**config.mk**
```make
export PLATFORM = sky130hd
export DESIGN_NAME = period_meter
export DESIGN_NICKNAME = d
export VERILOG_FILES = /design/src/rtl/period_meter_pkg.sv /design/src/rtl/period_meter_sync.sv /design/src/rtl/period_meter.sv
export SDC_FILE = /design/constraint.sdc
export NUM_CORES = 1
export LEC_CHECK = 0
export BUFFER_PORTS_ARGS = -buffer_cell sky130_fd_sc_hd__buf_2
export CAP_MARGIN = 20
export CORE_MARGIN = 2
export CORE_UTILIZATION = 50
export DETAILED_ROUTE_END_ITERATION = 16
export GPL_ROUTABILITY_DRIVEN = 0
export GPL_TIMING_DRIVEN = 0
export PLACE_DENSITY = 0.71
export SLEW_MARGIN = 25
export SYNTH_ARGS = -nofsm -noshare
export SYNTH_HDL_FRONTEND = slang
export SYNTH_SLANG_ARGS = --single-unit
```
**constraint.sdc**
```tcl
create_clock -name clk -period 3.2 [get_ports clk]
set_input_delay 0.64 -clock clk [delete_from_list [all_inputs] [get_ports clk]]
set_output_delay 0.64 -clock clk [all_outputs]
set_load 0.005 [all_outputs]
```
**src/rtl/period_meter_pkg.sv**
```systemverilog
// period_meter shared types and defaults.
// State encoding for the arming/measure/lost controller.
package period_meter_pkg;

   typedef enum logic [1:0] {
      ARM_LOW,
      ARM_RISE,
      RUN,
      LOST
   } pm_state_t;

   localparam int unsigned PM_WIDTH_DEFAULT   = 32;
   localparam int unsigned PM_TIMEOUT_DEFAULT = 100_000_000;

endpackage

```
**src/rtl/period_meter_sync.sv**
```systemverilog
// sync_rise: two-flop synchronizer for an async input,
// plus one delay flop to detect a synchronized rising edge.
module sync_rise (
   input  logic clk,
   input  logic rst,
   input  logic sig_in,
   output logic s,
   output logic rise
);

   logic meta;
   logic s_d;

   always_ff @(posedge clk) begin
      if (rst) begin
         meta <= 1'b0;
         s    <= 1'b0;
         s_d  <= 1'b0;
      end else begin
         meta <= sig_in;
         s    <= meta;
         s_d  <= s;
      end
   end

   assign rise = s & ~s_d;

endmodule

```
**src/rtl/period_meter.sv**
```systemverilog
// period_meter: counts clk cycles per period and high time
// of a slow asynchronous square wave, with loss detection.
module period_meter
   import period_meter_pkg::*;
#(
   parameter int unsigned WIDTH   = PM_WIDTH_DEFAULT,
   parameter int unsigned TIMEOUT = PM_TIMEOUT_DEFAULT
) (
   input  logic             clk,
   input  logic             rst,
   input  logic             sig_in,
   output logic [WIDTH-1:0] period,
   output logic [WIDTH-1:0] high_time,
   output logic             valid,
   output logic             timeout
);

   if (TIMEOUT < 2 ||
       (WIDTH < 64 && (64'(TIMEOUT) >= (64'd1 << WIDTH)))) begin : g_bad_cfg
      $error("period_meter: TIMEOUT must satisfy 2 <= TIMEOUT < 2**WIDTH");
   end

   localparam logic [WIDTH-1:0] ONE    = WIDTH'(1);
   localparam logic [WIDTH-1:0] TO_CNT = WIDTH'(TIMEOUT);

   logic             s;
   logic             rise;
   logic [WIDTH-1:0] cnt;
   logic [WIDTH-1:0] hcnt;
   pm_state_t        state;
   pm_state_t        state_nxt;
   logic             load;
   logic             timeout_nxt;

   sync_rise u_sync (
      .clk    (clk),
      .rst    (rst),
      .sig_in (sig_in),
      .s      (s),
      .rise   (rise)
   );

   // Counters only advance while measuring, so they saturate in LOST
   always_ff @(posedge clk) begin
      if (rst) begin
         cnt  <= '0;
         hcnt <= '0;
      end else if (rise) begin
         cnt  <= ONE;
         hcnt <= ONE;
      end else if (state == RUN) begin
         cnt  <= cnt + ONE;
         hcnt <= hcnt + {{(WIDTH-1){1'b0}}, s};
      end
   end

   always_comb begin
      state_nxt   = state;
      load        = 1'b0;
      timeout_nxt = timeout;
      unique case (state)
         ARM_LOW: begin
            if (!s) state_nxt = ARM_RISE;
         end
         ARM_RISE: begin
            if (rise) state_nxt = RUN;
         end
         RUN: begin
            if (rise) begin
               load = 1'b1;
            end else if (cnt == TO_CNT) begin
               state_nxt   = LOST;
               timeout_nxt = 1'b1;
            end
         end
         LOST: begin
            if (rise) begin
               state_nxt   = RUN;
               timeout_nxt = 1'b0;
            end
         end
         default: state_nxt = ARM_LOW;
      endcase
   end

   always_ff @(posedge clk) begin
      if (rst) begin
         state     <= ARM_LOW;
         period    <= '0;
         high_time <= '0;
         valid     <= 1'b0;
         timeout   <= 1'b0;
      end else begin
         state   <= state_nxt;
         valid   <= load;
         timeout <= timeout_nxt;
         if (load) begin
            period    <= cnt;
            high_time <= hcnt;
         end
      end
   end

endmodule

```
# [Yosys cells after proc, flatten, opt, wreduce, memory -nomap -nowiden]
# Index checks and enable logic that the tools add are counted.
[totals] reg_bits=135 inputBits=3
[op_classes] eq_ne=9 add_sub_neg=2 n_mux=15 n_bitwise=2 n_reduce_logical=7
[op_table] cell="adder 32 x 1 -> 32 bit" n=1
[op_table] cell="adder 32 x 1 -> 32 bit, second input constant" n=1
[op_table] cell="== test 32 x 27 -> 1 bit, second input constant" n=1
[op_table] cell="2-to-1 mux 1 bit" n=9
[op_table] cell="2-to-1 mux 2 bit" n=4
[op_table] cell="AND reduction 4 bit" n=2
[op_table] cell="!= test 2 bit, second input constant" n=3
[op_table] cell="case mux 2 bit (3 select lines)" n=1
[op_table] cell="== test 2 bit, second input constant" n=2
[op_table] cell="!= test 2 x 1 -> 1 bit, second input constant" n=2
[op_table] cell="nonzero test 2 bit" n=2
[op_table] cell="OR reduction 2 bit" n=2
[op_table] cell="== test 2 x 1 -> 1 bit, second input constant" n=1
[op_table] cell="zero test 2 bit" n=1
[op_table] cell="case mux 1 bit (2 select lines)" n=1
[op_table] cell="bitwise AND 1 bit" n=1
[op_table] cell="inverter 1 bit" n=1

# [Longest topological paths before layout]
# Gate-level depths: netlist (run 1).
[logic_depth] depth_word=4 depth_mapped=8

# [By module]
# A second synthesis (run 1) with hierarchy kept.
[unflattened] hier_cells=683 area_unflattened_um2=5606.6
[modules_own_cells] mod="period_meter" seq_area_each_um2=2642.5 area_per_inst_um2=5519.0 cells_each=676 n_inst=1
[modules_own_cells] mod="sync_rise" seq_area_each_um2=60.1 area_per_inst_um2=87.6 cells_each=7 n_inst=1

# [Least setup slack after synthesis (run 1)]
# OpenSTA, ideal clock, no wires.
[synth_timing] kind="register to register" startpoint="register u_sync.s" endpoint="register hcnt[20]" slack_ns=1.230 setup_time_ns=0.070 path_buffers=1 t_arrival_ns=1.900 stages_incl_launch_ff=8 cell_sequence="dfxtp_1 > ha_1 > ha_1 > and2_1 > clkbuf_1 > nand4_1 > or4b_2 > a21oi_1"
[synth_via] elab_chain_len=2 word_cells_on_any_way=3 cone_classes="add/sub: 1; bitwise: 1; reduce/logical: 1"
[synth_lines] element="start, declared" line="period_meter_sync.sv:7" text="output logic s,"
[synth_lines] element="start signal, assigned" line="period_meter_sync.sv:21" text="s <= meta;"
[synth_lines] element="parallel branches: the longest is 2 deep, another holds adder 32 x 1 -> 32 bit"
[synth_lines] element="end signal, assigned" line="period_meter.sv:53" text="hcnt <= hcnt + {{(WIDTH-1){1'b0}}, s};"
[synth_lines] element="end, declared" line="period_meter.sv:29" text="logic [WIDTH-1:0] hcnt;"
# Parallel ways; which one is timed is not known.
# A chain may end at the register's enable or synchronous reset.

# [Worst setup path in the final report (run 1)]
# Same ends and word-level chain as after synthesis.

==> results.cfg, run 1 <==
[cells_and_area]
fin_util = 0.6186
final_cell_mix = nand2_1 (159), dfxtp_1 (135), a21oi_1 (106)
nNetsFinal = 778
drive_above_1_share = 0.1467
num_antenna_cells = 0
layout_commonest_cell = nand2_1
fin_cells = 924
synthToLayoutAreaGrowth_pct = 19.86
n_fill_cell = 988

[setup_path]
cp.arrival_ps = 2760
path_cells = ha_1, ha_1, and2_1, clkbuf_1, nand4_1, or4b_2, a21oi_1
reg2reg_setup_slack_ps = 900
cp.required_ps = 3670
cpMaxStageDelayCell = or4b_2
crit_top_cell = ha_1
crit_type = reg -> reg
startpoint_type = flip-flop
critPathMaxFanout = 7
worst_setup_path_end_kind = flip-flop
slowest_delay_ps = 660

[sta]
setup_viol = 0
tightest_slew_ps = 746.3
hold_violations = 0
fin_crit_sh = 0.7175
fmax_ghz = 0.4355
grt_setup_unrepaired = no
skew_ps = 6.887
period_minus_slack_ps = 2296
drv_slew = 0
slew_headroom = 0.5006
tns_ps = 0

[cts]
cts_buffer_depth = 2
tritoncts = yes
path_clk_slew_ps = 60
cts_sinks = 135
root_buffer = clkbuf_8
insertion_delay_ps = 540
ctsResizeCount = 0
cts-buffers-inserted = 17
post_cts_buffers = 0
htree_levels = 4
ctsHoldBuffers = 0

[floorplanning]
num_rows = 38
initial_core_util = 0.5161
core_area_sq_um = 10890
die_h_um = 110.0
pin_count = 69
dieArea_sq_um = 12100
die_width_um = 110.0

[drt]
antenna_left = 0
drt-initial-drc-count = 301
wirelength_mm = 13.93
num_vias = 5206
wl_per_cell_um = 15.07
viasPerCell = 5.634
drc = 0
drt_pass1_iterations = 4

[grt]
grt_usage = 0.2421
grt_max_degree = 17
grt_pass1_vias = 4883
grt_pass1_wl_mm = 22.76
grt_overflow = 0
antenna_found_initial = 0

[run_status]
status = complete, no violations

[min_path]
hold_class = in -> reg

[power]
power_mw = 3.736
vdd_drop_max_mv = 0.3625
p_leak_nw = 2.371
power_density_nw_per_um2 = 554.6

[yosys]
syn-num-nets = 692
synth_top_area_share = 0.4810
synth_area_leaders = dfxtp_1 (48%), nand2_1 (11%), a21oi_1 (9.4%), or4_1 (3.6%), o31ai_1 (3.3%)
avgSynthCellArea_sq_um = 8.203
post-synth-top-area-cell = dfxtp_1
yosysUniqueCellTypes = 39
syn-cell-area_sq_um = 5619
synth_seq_area_share = 0.4810
synth-seq-cells = 135
ys_warn_count = 0
synthCells = 685

[place]
portBuffers = 67
dp_cells = 892
hpwlAfterDp_mm = 9.813

[job]
max_cap_violations = 0
## metal layers
metal | GRT usage | wire length, um | share of wire | up-vias
li1 | - | - | - | 2598
met1 | 0.2897 | 6037 | 0.43 | 2470
met3 | 0.05291 | 563 | 0.040 | 20
met5 | 0 | 0 | 0 | -
met4 | 0.09946 | 266 | 0.019 | 0
met2 | 0.4198 | 7058 | 0.51 | 118
## worst max-delay path, delay by kind of cell (launching register included)
family	cells	cell delay, ps
and+or+nand+nor	3	1020
DFF	1	390
adders and majority gates	2	380
buffers and inverters	1	270
AOI/OAI and AO/OA	1	160
## through the flow
stage / setup WS [ps] / hold WS, ps / instance area, sq um
floorplan: 1230 / 413.8 / 5619
global placement: 936.5 / 428.2 / 6130
detailed placement: 928.0 / 431.3 / 6130
CTS: 903.4 / 327.1 / 6735
global route: 717.5 / 368.8 / 6735
finish: 904.0 / 333.8 / 6735
## report_power, final
| part | internal, mW | leakage (nW) | switching (mW) |
|---|---|---|---|
| Clock | 1.24 | 0.293 | 0.735 |
| Combinational | 0.0158 | 0.990 | 0.0491 |
| Sequential | 1.69 | 1.09 | 0.00518 |
| Total | 2.95 | 2.37 | 0.789 |
## synth_stat cells, drive strengths merged
master / n
nand2: 160
dfxtp: 135
a21oi: 106
clkbuf: 37
or4: 28
nor2: 25
o31ai: 25
nand3: 22
nand4: 22
or3: 19
xor2: 13
o21ai: 11
inv: 10
mux2i: 10
and2: 7
and4: 7
buf: 7
nor4: 7
nor2b: 5
and3: 4
ha: 4
nor3: 3
or2: 3
or4b: 3
xnor2: 3
and3b: 2
nand2b: 2
a311o: 1
and4b: 1
nand3b: 1
nand4b: 1
o41ai: 1
## cell families (layout without fill, tap and decap cells)
logic type,after synthesis,count (layout),share of synthesized area
buffers and inverters,54,153,0.03830
AND/OR/NAND/NOR,322,322,0.2881
flip-flops,135,135,0.4810
adder cells (fa/ha/maj),4,4,0.008907
multiplexers,10,10,0.01781
AO/OA/AOI/OAI,144,144,0.1409
XOR/XNOR,16,16,0.02494
## flip-flops by register name, indices dropped and copies added (netlist names)
name / cells
cnt: 32
hcnt: 32
high_time: 32
period: 32
state: 2
timeout: 1
u_sync.meta: 1
u_sync.s: 1
u_sync.s_d: 1
valid: 1
## path summary, 6_finish.rpt
kind | cells past startpoint | to | start
worst min register to register | 1 | u_sync.s$_SDFF_PP0_ | u_sync.meta$_SDFF_PP0_
worst max-delay path | 7 | hcnt[20]$_SDFFE_PP0P_ | u_sync.s$_SDFF_PP0_
worst max register to register | 7 | hcnt[20]$_SDFFE_PP0P_ | u_sync.s$_SDFF_PP0_
worst min-delay path | 2 | u_sync.meta$_SDFF_PP0_ | sig_in
## final cells by class
cell class	count	area (sq um)	area share
timing repair buffer	67	335.3	0.04979
multi-input combinational	496	2701	0.4011
sequential	135	2703	0.4013
buffer	44	177.7	0.02638
clock buffer	20	455.4	0.06762
inverter	10	37.54	0.005573
clock inverter	12	150.1	0.02229
tap	140	175.2	0.02601
No activity file was read; power rests on OpenSTA's default activity.
==> run 2, diff against run 1 <==
--- a/config.mk
+++ b/config.mk
@@ -12,7 +12,7 @@
 export DETAILED_ROUTE_END_ITERATION = 16
 export GPL_ROUTABILITY_DRIVEN = 0
 export GPL_TIMING_DRIVEN = 0
-export PLACE_DENSITY = 0.71
+export PLACE_DENSITY = 0.74
 export SLEW_MARGIN = 25
 export SYNTH_ARGS = -nofsm -noshare
 export SYNTH_HDL_FRONTEND = slang
==> constraint.sdc (replaced) <==
create_clock -name clk -period 2 [get_ports clk]
set_input_delay 0.4 -clock clk [delete_from_list [all_inputs] [get_ports clk]]
set_output_delay 0.4 -clock clk [all_outputs]
set_load 0.005 [all_outputs]
==> run 2 against run 1 <==
Effect of this change:
- critical path type unchanged
- highest routed layer unchanged
- non-clock buffer count grew 3
- total power increased by 66%
- clock skew grew 3.5 ps
- critical endpoint is now cnt[28]$_SDFFE_PP0P_
==> results.cfg, run 2 (synthesized netlist as in run 1, its figures left out) <==
[setup_path]
path_cells = nand4_1, or4_4, buf_4, buf_6, o31ai_1, a21oi_2
cpMaxStageDelayCell = or4_4
crit_type = reg -> reg
startpoint_type = flip-flop
worst_setup_path_end_kind = flip-flop
slowest_delay_ps = 510
reg2reg_from = cnt[18]$_SDFFE_PP0P_
cp.arrival_ps = 2360
cp.required_ps = 2400
startpoint = cnt[18]$_SDFFE_PP0P_
critPathMaxFanout = 10

[cts]
ctsHoldBuffers = 0
insertion_delay_ps = 540
cts_sinks = 135
path_clk_slew_ps = 60
cts-buffers-inserted = 17
cts_buffer_depth = 2
htree_levels = 4
tritoncts = yes
root_buffer = clkbuf_8

[drt]
wl_per_cell_um = 15.48
num_vias = 5328
drt_pass1_iterations = 5
drc = 0
wirelength_mm = 14.35
viasPerCell = 5.748
antenna_left = 0
drt-initial-drc-count = 381

[sta]
skew_ps = 10.36
tightest_slew_ps = 673.1
fin_hold_ws_ps = 96.57
hold_violations = 0
slew_headroom = 0.5496
fmax_ghz = 0.5109
setup_viol = 0
grt_setup_unrepaired = yes
fin_crit_sh = 0.9787
period_minus_slack_ps = 1957
drv_slew = 0

[grt]
grt_max_degree = 17
grt_usage = 0.2457
grt_pass1_wl_mm = 23.12
antenna_found_initial = 0
grt_pass1_vias = 4865
grt_overflow = 0

[floorplanning]
dieArea_sq_um = 12100
die_width_um = 110.0
die_h_um = 110.0
core_area_sq_um = 10890
pin_count = 69
num_rows = 38
initial_core_util = 0.5161

[cells_and_area]
final_cell_mix = nand2_1 (158), dfxtp_1 (122), a21oi_1 (101)
drive_above_1_share = 0.2109
num_antenna_cells = 0
layout_commonest_cell = nand2_1
nNetsFinal = 781
synthToLayoutAreaGrowth_pct = 23.62
fin_util = 0.6380
n_fill_cell = 952

[run_status]
status = complete, no violations

[power]
vdd_drop_max_mv = 0.5746
power_density_nw_per_um2 = 892.9
p_leak_nw = 2.484

[place]
portBuffers = 67
hpwlAfterDp_mm = 9.777

[min_path]
min_from = sig_in
hold_class = in -> reg

[job]
max_cap_violations = 0
run 2: critical path: cells and delay by family (launching register included):
kind	cells	cell delay, ps
buf+inv	2	330
simple gates	2	680
compound gates	2	420
flops	1	400
run 2: path summary, 6_finish.rpt:
path | endpoint | slack, ps | depth (start not counted)
max | cnt[28]$_SDFFE_PP0P_ | 40 | 6
min | u_sync.meta$_SDFF_PP0_ | 100 | 2
max reg2reg | cnt[28]$_SDFFE_PP0P_ | 40 | 6
min reg2reg | u_sync.s$_SDFF_PP0_ | 450 | 1
run 2: area by class of cell:
class	count	area, sq um	area share
Buffer	39	190.2	0.02738
Clock buffer	18	417.9	0.06016
Clock inverter	14	222.7	0.03206
Inverter	10	37.54	0.005403
Multi-Input combinational cell	496	2781	0.4004
Sequential cell	135	2726	0.3925
Tap cell	140	175.2	0.02522
Timing Repair Buffer	75	395.4	0.05692
run 2: metrics by stage:
step | TNS, ps | std cells | worst slack (ps) | total power, mW | cell area, sq um
2_1_floorplan | 0 | 685 | 29.78 | 2.832 | 5619
3_3_place_gp | -9123 | 892 | -272.0 | 2.863 | 6130
3_5_place_dp | -11360 | 892 | -328.2 | 2.867 | 6130
4_1_cts | 0 | 924 | 6.977 | 6.220 | 6830
5_1_grt | -138.5 | 927 | -52.05 | 6.358 | 6947
6_report | 0 | 927 | 42.55 | 6.203 | 6947
run 2: routing by layer:
layer	global-route usage	up-vias	share of wire
met2	0.4365	133	0.52
met5	0	-	0
met1	0.2912	2564	0.42
li1	-	2604	-
met3	0.04997	27	0.044
met4	0.09132	0	0.016
run 2: what timing repair did:
| action | 4_1_cts | 5_1_grt |
|---|---|---|
| pin swaps | 2 | 11 |
| gates resized for setup | 17 | 52 |
| setup buffers | 5 | 3 |
| endpoints found under the setup margin | 84 | 90 |
run 2: power breakdown:
part	internal, mW	total (mW)	switching (mW)
sequential	2.69	2.70	0.00926
combinational	0.0278	0.108	0.0806
clock	2.17	3.39	1.23
total	4.89	6.20	1.31
